==> config.mk <==
export PLATFORM = sky130hd
export DESIGN_NAME = div_unit
export DESIGN_NICKNAME = d
export VERILOG_FILES = /design/src/rtl/div_unit.sv
export SDC_FILE = /design/constraint.sdc
export NUM_CORES = 1
export LEC_CHECK = 0
export BUFFER_PORTS_ARGS = -buffer_cell sky130_fd_sc_hd__clkbuf_2
export CORE_UTILIZATION = 37
export DETAILED_ROUTE_END_ITERATION = 10
export PLACE_DENSITY = 0.62
export SLEW_MARGIN = 20
export SYNTH_ARGS = -nofsm -noshare
export SYNTH_HDL_FRONTEND = slang
export SYNTH_SLANG_ARGS = --single-unit
==> constraint.sdc <==
create_clock -name clock -period 11.5 [get_ports clock]
set_clock_uncertainty 0.15 [all_clocks]
set_input_delay 2.3 -clock clock [delete_from_list [all_inputs] [get_ports clock]]
set_output_delay 2.3 -clock clock [all_outputs]
set_load 0.01 [all_outputs]
==> src/rtl/div_unit.sv <==
// div_unit: iterative 32-bit signed/unsigned divider (DIV/DIVU).
// One restoring shift-subtract step per cycle. A start accepted at edge E0
// runs 32 steps on E1..E32 and registers the sign-corrected results at E33.
// busy is high from after E0 through E33, and done pulses for the cycle after E33.
//
// Handshake: a start (op_div or op_divu) is accepted only at a rising edge
// where the unit is idle and abort is low. busy is high for the whole
// operation. done is a single-cycle pulse that marks quotient/remainder as
// newly valid, and it is never high together with busy. abort cancels an
// operation in flight without a done pulse. fsm_state exposes the controller
// state for observation.
module div_unit (
    input  logic        clock,
    input  logic        reset,
    input  logic        op_div,
    input  logic        op_divu,
    input  logic        abort,
    input  logic [31:0] dividend,
    input  logic [31:0] divisor,
    output logic [31:0] quotient,
    output logic [31:0] remainder,
    output logic        busy,
    output logic        done,
    output logic [1:0]  fsm_state
);

    typedef enum logic [1:0] {
        IDLE   = 2'd0,
        BUSY   = 2'd1,
        FINISH = 2'd2
    } state_t;

    state_t      state;
    state_t      state_nxt;

    logic        start;
    logic        is_signed;
    logic [31:0] dvd_raw;    // operands as issued, kept for sign and zero-divisor fixup
    logic [31:0] dvs_raw;
    logic [31:0] dvs_mag;
    logic [31:0] acc_q;      // dividend magnitude shifting out, quotient bits shifting in
    logic [31:0] acc_r;      // partial remainder
    logic [5:0]  count;

    logic [32:0] shifted;
    logic        ge;
    logic [31:0] diff;
    logic [31:0] rem_nxt;
    logic [31:0] quo_nxt;
    logic        q_neg;
    logic        r_neg;
    logic [31:0] q_fin;
    logic [31:0] r_fin;
    logic [31:0] dvd_mag_in;
    logic [31:0] dvs_mag_in;

    // abort takes priority over a start that arrives in the same cycle
    assign start     = (state == IDLE) && (op_div || op_divu) && !abort;
    assign busy      = (state != IDLE);
    assign fsm_state = state;

    // Controller state register
    always_ff @(posedge clock or posedge reset) begin
        if (reset) begin
            state <= IDLE;
        end else begin
            state <= state_nxt;
        end
    end

    // Next-state logic: 32 steps in BUSY, one fixup cycle in FINISH
    always_comb begin
        state_nxt = state;
        case (state)
            IDLE: begin
                if (start) state_nxt = BUSY;
            end
            BUSY: begin
                if (abort)              state_nxt = IDLE;
                else if (count == 6'd31) state_nxt = FINISH;
            end
            FINISH: begin
                state_nxt = IDLE;
            end
            default: state_nxt = IDLE;
        endcase
    end

    // Operand magnitudes at start; op_div wins when both start strobes are high
    always_comb begin
        dvd_mag_in = dividend;
        dvs_mag_in = divisor;
        if (op_div && dividend[31]) dvd_mag_in = -dividend;
        if (op_div && divisor[31])  dvs_mag_in = -divisor;
    end

    // One restoring shift-subtract step. When the subtraction succeeds the true
    // difference is below the divisor, so the low 32 bits hold it exactly.
    always_comb begin
        shifted = {acc_r, acc_q[31]};
        ge      = (shifted >= {1'b0, dvs_mag});
        diff    = shifted[31:0] - dvs_mag;
        rem_nxt = ge ? diff : shifted[31:0];
        quo_nxt = {acc_q[30:0], ge};
    end

    // Sign correction (truncate toward zero) and the divide-by-zero result
    always_comb begin
        q_neg = is_signed && (dvd_raw[31] ^ dvs_raw[31]);
        r_neg = is_signed && dvd_raw[31];
        q_fin = q_neg ? -acc_q : acc_q;
        r_fin = r_neg ? -acc_r : acc_r;
        if (dvs_raw == 32'd0) begin
            q_fin = 32'hFFFF_FFFF;
            r_fin = dvd_raw;
        end
    end

    // Datapath: latch operands on start, iterate in BUSY, publish results in FINISH
    always_ff @(posedge clock or posedge reset) begin
        if (reset) begin
            is_signed <= 1'b0;
            dvd_raw   <= 32'd0;
            dvs_raw   <= 32'd0;
            dvs_mag   <= 32'd0;
            acc_q     <= 32'd0;
            acc_r     <= 32'd0;
            count     <= 6'd0;
            quotient  <= 32'd0;
            remainder <= 32'd0;
            done      <= 1'b0;
        end else begin
            done <= 1'b0;
            case (state)
                IDLE: begin
                    if (start) begin
                        is_signed <= op_div;
                        dvd_raw   <= dividend;
                        dvs_raw   <= divisor;
                        dvs_mag   <= dvs_mag_in;
                        acc_q     <= dvd_mag_in;
                        acc_r     <= 32'd0;
                        count     <= 6'd0;
                    end
                end
                BUSY: begin
                    if (!abort) begin
                        acc_q <= quo_nxt;
                        acc_r <= rem_nxt;
                        count <= count + 6'd1;
                    end
                end
                FINISH: begin
                    if (!abort) begin
                        quotient  <= q_fin;
                        remainder <= r_fin;
                        done      <= 1'b1;
                    end
                end
                default: ;
            endcase
        end
    end

endmodule
==> reports/qor.yml, run 1 <==
synth_top_flop_cell: "dfrtp_1"
synth_fp_nets: 1799
ys_types: 71
crit_type: "in2reg"
power_mw: 3.34
cp_data_required_time_ns: 11.80
num_rows: 70
via_count: 12100
p_seq_share_pct: 34.7
remaining_drc_errors: 0
cts_resized: 0
grt_usage_pct: 20.6
cp_max_fo: 4
finalMaxSlewViolations: 0
max_freq_mhz: 225
syn2layout_area_growth_pct: 13.8
r2r-end: "acc_r[28]"
nets: 1884
synth-edff-count: 0
ys_warn_count: 0
netSwitchingFraction_pct: 39.5
min_period_ns: 4.44
final_cell_mix: "354 x nand2_1, 233 x dfrtp_1, 151 x o21ai_0"
p_sw_mw: 1.32
syn-mean-instance-area_sq_um: 8.23
insertion_delay_ns: 0.58
path_depth: 10
ys_ff_latch: 233
rsz0062_at_grt: "no"
ys_seq_area_share_pct: 41.9
hold_slack_ns: 0.318
powerDensity_nw_per_um2: 211
root_buffer: "clkbuf_16"
htree_levels: 1
rrSetupSlack_ns: 7.72
async_flop_share_pct: 100
drive_above_1_share_pct: 12.6
slowest_delay_ns: 0.51
place_hpwl_mm: 28.6
tns_ns: 0
cts_buffers: 28
path_clk_slew_ns: 0.06
drt_iter0_markers: 850
cts_max_path_buffers: 3
irDropWorstVdd_mv: 0.142
p_int_mw: 2.02
vias_per_cell: 5.35
cts_tree: "yes"
reg2reg_from: "acc_q[31]"
crit_chain: "clkbuf_2 > inv_1 > ha_1 > or3b_2 > or4_1 > nor4_2 > a21o_1 > o21ai_0 > xnor2_1 > a21oi_1"
synthCells: 1692
dr.pass1.iters: 5
slew_headroom_pct: 37.8
hold_depth: 2
finalHoldViolCount: 0
grt_pass1_wl_mm: 63.8
final_cell_area_sq_um: 15800
netlist_area_sq_um: 13900
die_area_sq_um: 38400
cts_setup_buffers: 0
slowest_stage: "or4_1"
critPathTopFamily: "simple AND/OR/NAND/NOR gates"
ant_nets: 0
pin_count: 137
arrival_ns: 4.74
pwr-share-clk_pct: 26.8
overflow: 0
place_congestion: 0.920
floorplan.initialDensity_pct: 37.8
post-route-period-util_pct: 38.6
endpoint_kind: "register"
die_h_um: 196
wl_mm: 39.0
io_buffers: 136
min_to: "dvd_raw[26]"
reg2regPathDepth: 12
p_comb_share_pct: 38.5
crit_buf_inv: 2
n_antenna_cell: 0
setup_viol: 0
wire_per_inst_um: 17.2
placed_area_sq_um: 14900
coreArea_sq_um: 36800
grt_antenna_before_repair: 0
tightest_slew_ns: 0.933
hold_start: "dvd_raw[26]"
cts.sinks: 233
leakage_nw: 7.39
grt_pass1_vias: 11600
grt_max_degree: 114
start_kind: "input pin"
worstHoldPathType: "reg2reg"
cts_hold_buffers: 0
drv_cap: 0
final_common_cell: "nand2_1"
status: "complete, no violations"
die_w_um: 196
-- worst max-delay path by stage --
| stage | from | end | slack [ns] |
|---|---|---|---|
| floorplan | reset | acc_q[0] | 2.66 |
| global placement | dividend[0] | acc_q[18] | 6.56 |
| detailed placement | dividend[1] | acc_q[30] | 6.51 |
| CTS | dividend[1] | acc_q[30] | 7.12 |
| global route | dividend[0] | acc_q[20] | 6.82 |
| finish | dividend[0] | acc_q[30] | 7.06 |
-- cell type report --
| cell class | count | area [sq um] |
|---|---|---|
| timing repair buffer | 150 | 786 |
| inverter | 54 | 210 |
| clock inverter | 10 | 120 |
| sequential | 233 | 5830 |
| multi-input combinational | 1310 | 7500 |
| fill | 3721 | 20900 |
| tap | 468 | 586 |
| clock buffer | 38 | 808 |
-- power by group through the flow --
stage / clock network (mW) / logic [mW] / registers (mW)
floorplan: 0 / 1.02 / 1.10
global placement: 0 / 1.26 / 1.17
detailed placement: 0 / 1.28 / 1.17
CTS: 0.916 / 1.29 / 1.16
global route: 0.949 / 1.45 / 1.18
finish: 0.895 / 1.29 / 1.16
-- sequential cells by signal, indices dropped and copies added (netlist names), 6 cells and up --
signal / count
remainder: 32
acc_q: 32
dvs_mag: 31
dvd_raw: 32
acc_r: 32
dvs_raw: 32
quotient: 32
count: 6
-- kinds of logic after synthesis --
logic type / after synthesis / share of synthesized area, %
simple gates: 661 / 21.2
compound gates: 450 / 18.7
flops: 233 / 41.9
buf+inv: 149 / 4.45
xor+xnor: 140 / 8.81
fa+ha+maj: 38 / 3.47
mux: 21 / 1.51
-- stage by stage --
stage / setup slack (ns) / util (%) / instances
floorplan: 2.66 / - / 1692
global placement: 6.56 / 40.5 / 2215
detailed placement: 6.51 / 40.5 / 2215
CTS: 7.12 / 43.1 / 2263
global route: 6.82 / 43.1 / 2263
finish: 7.06 / 43.1 / 2263
-- synthesized netlist by cell type, drive strengths merged, types with 8 or more instances --
library cell	instances	area [sq um]
a21o	14	105
a21oi	149	746
a31oi	25	156
a32oi	10	87.6
and2	8	50.1
and3	9	56.3
buf	15	86.3
clkbuf	80	330
dfrtp	233	5830
ha	37	463
inv	54	203
mux2i	21	210
nand2	355	1340
nand2b	10	65.1
nand3	28	140
nand4	13	81.3
nor2	136	513
nor2b	10	62.6
nor3	19	100
nor4	31	228
o211ai	9	67.6
o21a	9	67.6
o21ai	178	891
o31ai	20	174
or3	18	115
xnor2	72	631
xor2	68	596
-- worst min-delay path: stages (launching register included) --
cell and delay [ns]:
dfrtp_1 0.33, nand2_1 0.05, nand2_1 0.06
-- layer usage --
metal / wire, um / global-route usage (%) / up-vias
met1: 18300 / 29.3 / 5714
met2: 17500 / 32.3 / 324
met5: 0 / 0 / -
li1: - / - / 5999
met4: 1150 / 6.57 / 0
met3: 2070 / 2.68 / 61
(Power assumes the default switching activity.)
==> run 2: changes to the inputs <==
Clock period 11.5 ns to 4.25 ns, I/O delays scaled along.
==> run 2 against run 1 <==
Compared with the run above:
- cell area up 1.1%
- wire length grew 0.33%
- highest routed layer unchanged
- core utilization up 0.49 points
- worst hold slack worse by 0.044 ns
- critical path type is now reg2reg
- critical endpoint is now acc_r[14]
- die area did not move
- critical path depth did not move
- first-iteration DRC count down 3.9%
- via count up 0.99%
- clock power rose to 2.9 times the previous value
==> reports/qor.yml, run 2 (same netlist as run 1, synthesis figures left out) <==
die_area_sq_um: 38400
min_period_ns: 3.58
insertion_delay_ns: 0.56
overflow: 0
finalMaxSlewViolations: 0
root_buffer: "clkbuf_16"
leakage_nw: 7.48
reg2reg_from: "acc_r[23]"
place_hpwl_mm: 29.1
io_buffers: 136
irDropWorstVdd_mv: 0.325
slowest_stage: "nor4_1"
final_common_cell: "nand2_1"
path_depth: 10
via_count: 12200
grt_max_degree: 95
arrival_ns: 3.90
dr.pass1.iters: 5
reg2regPathDepth: 10
finalHoldViolCount: 0
vias_per_cell: 5.37
wl_mm: 39.2
die_w_um: 196
post-route-period-util_pct: 84.2
crit_type: "reg2reg"
final_cell_area_sq_um: 16000
endpoint_kind: "register"
drt_iter0_markers: 817
setup_viol: 0
grt_pass1_wl_mm: 64.3
placed_area_sq_um: 15000
rsz0062_at_grt: "no"
floorplan.initialDensity_pct: 37.8
syn2layout_area_growth_pct: 15.1
tns_ns: 0
cp_max_fo: 36
fillers: 3752
multiInputGateArea_sq_um: 7500
final_cell_mix: "354 x nand2_1, 233 x dfrtp_1, 151 x o21ai_0"
layout.area.seq_sq_um: 5830
crit_buf_inv: 1
cts_buffers: 29
die_h_um: 196
cts_tree: "yes"
num_rows: 70
tightest_slew_ns: 0.836
critPathTopFamily: "simple AND/OR/NAND/NOR gates"
drive_above_1_share_pct: 13.2
max_freq_mhz: 280
cts_hold_buffers: 0
ant_nets: 0
path_clk_slew_ns: 0.06
worstHoldPathType: "in2async"
grt_usage_pct: 20.7
pin_count: 137
slowest_delay_ns: 0.53
cp_data_required_time_ns: 4.58
drv_cap: 0
status: "complete, no violations"
grt_antenna_before_repair: 0
cts_max_path_buffers: 3
wire_per_inst_um: 17.2
grt_pass1_vias: 11800
remaining_drc_errors: 0
cts_resized: 0
slew_headroom_pct: 44.3
nets: 1892
cts.sinks: 233
start_kind: "register"
cts_setup_buffers: 0
powerDensity_nw_per_um2: 577
n_antenna_cell: 0
crit_chain: "ha_1 > and2_1 > nand3_1 > nor4_1 > nand4_1 > o31a_1 > o21a_1 > buf_12 > or3_1 > a21oi_1"
coreArea_sq_um: 36800
place_congestion: 0.953
hold_slack_ns: 0.275
htree_levels: 1
startpoint: "acc_r[23]"
[run 2: layout make-up]
class                      count  area share (%)
inverter                      54            1.29
sequential                   233            36.4
clock buffer                  39            5.14
clock inverter                14            1.09
timing repair buffer         157            5.62
multi-input combinational   1310            46.8
tap                          468            3.66
[run 2: where the power goes]
group | leakage, nW | switching, mW | internal, mW
clock | 0.493 | 0.989 | 1.59
combinational | 3.97 | 2.07 | 1.44
sequential | 3.02 | 0.524 | 2.62
[run 2: routing by layer]
metal / vias up / track usage, % / share of wire [%]
li1: 6031 / - / -
met1: 5769 / 29.6 / 47
met2: 346 / 32.6 / 45
met5: - / 0 / 0
met3: 72 / 2.85 / 5.7
met4: 0 / 6.34 / 3.0
[run 2: path summary, 6_finish.rpt]
check,end,slack [ns]
setup / recovery,acc_r[14],0.67
min in group clock,dvs_raw[10],0.32
max in group asynchronous,dvs_raw[24],2.90
setup reg to reg,acc_r[14],0.67
hold reg to reg,dvs_raw[10],0.32
hold / removal,dvd_raw[10],0.27
[run 2: metrics by stage]
| step | setup slack [ns] | std cells | util [%] | total power, mW |
|---|---|---|---|---|
| after floorplan | 0.200 | 1692 | - | 5.73 |
| after global placement | 0.686 | 2222 | 40.8 | 6.61 |
| after detailed placement | 0.630 | 2222 | 40.8 | 6.66 |
| after CTS | 0.753 | 2275 | 43.5 | 9.28 |
| after global routing | 0.578 | 2275 | 43.5 | 9.87 |
| final | 0.674 | 2275 | 43.5 | 9.24 |
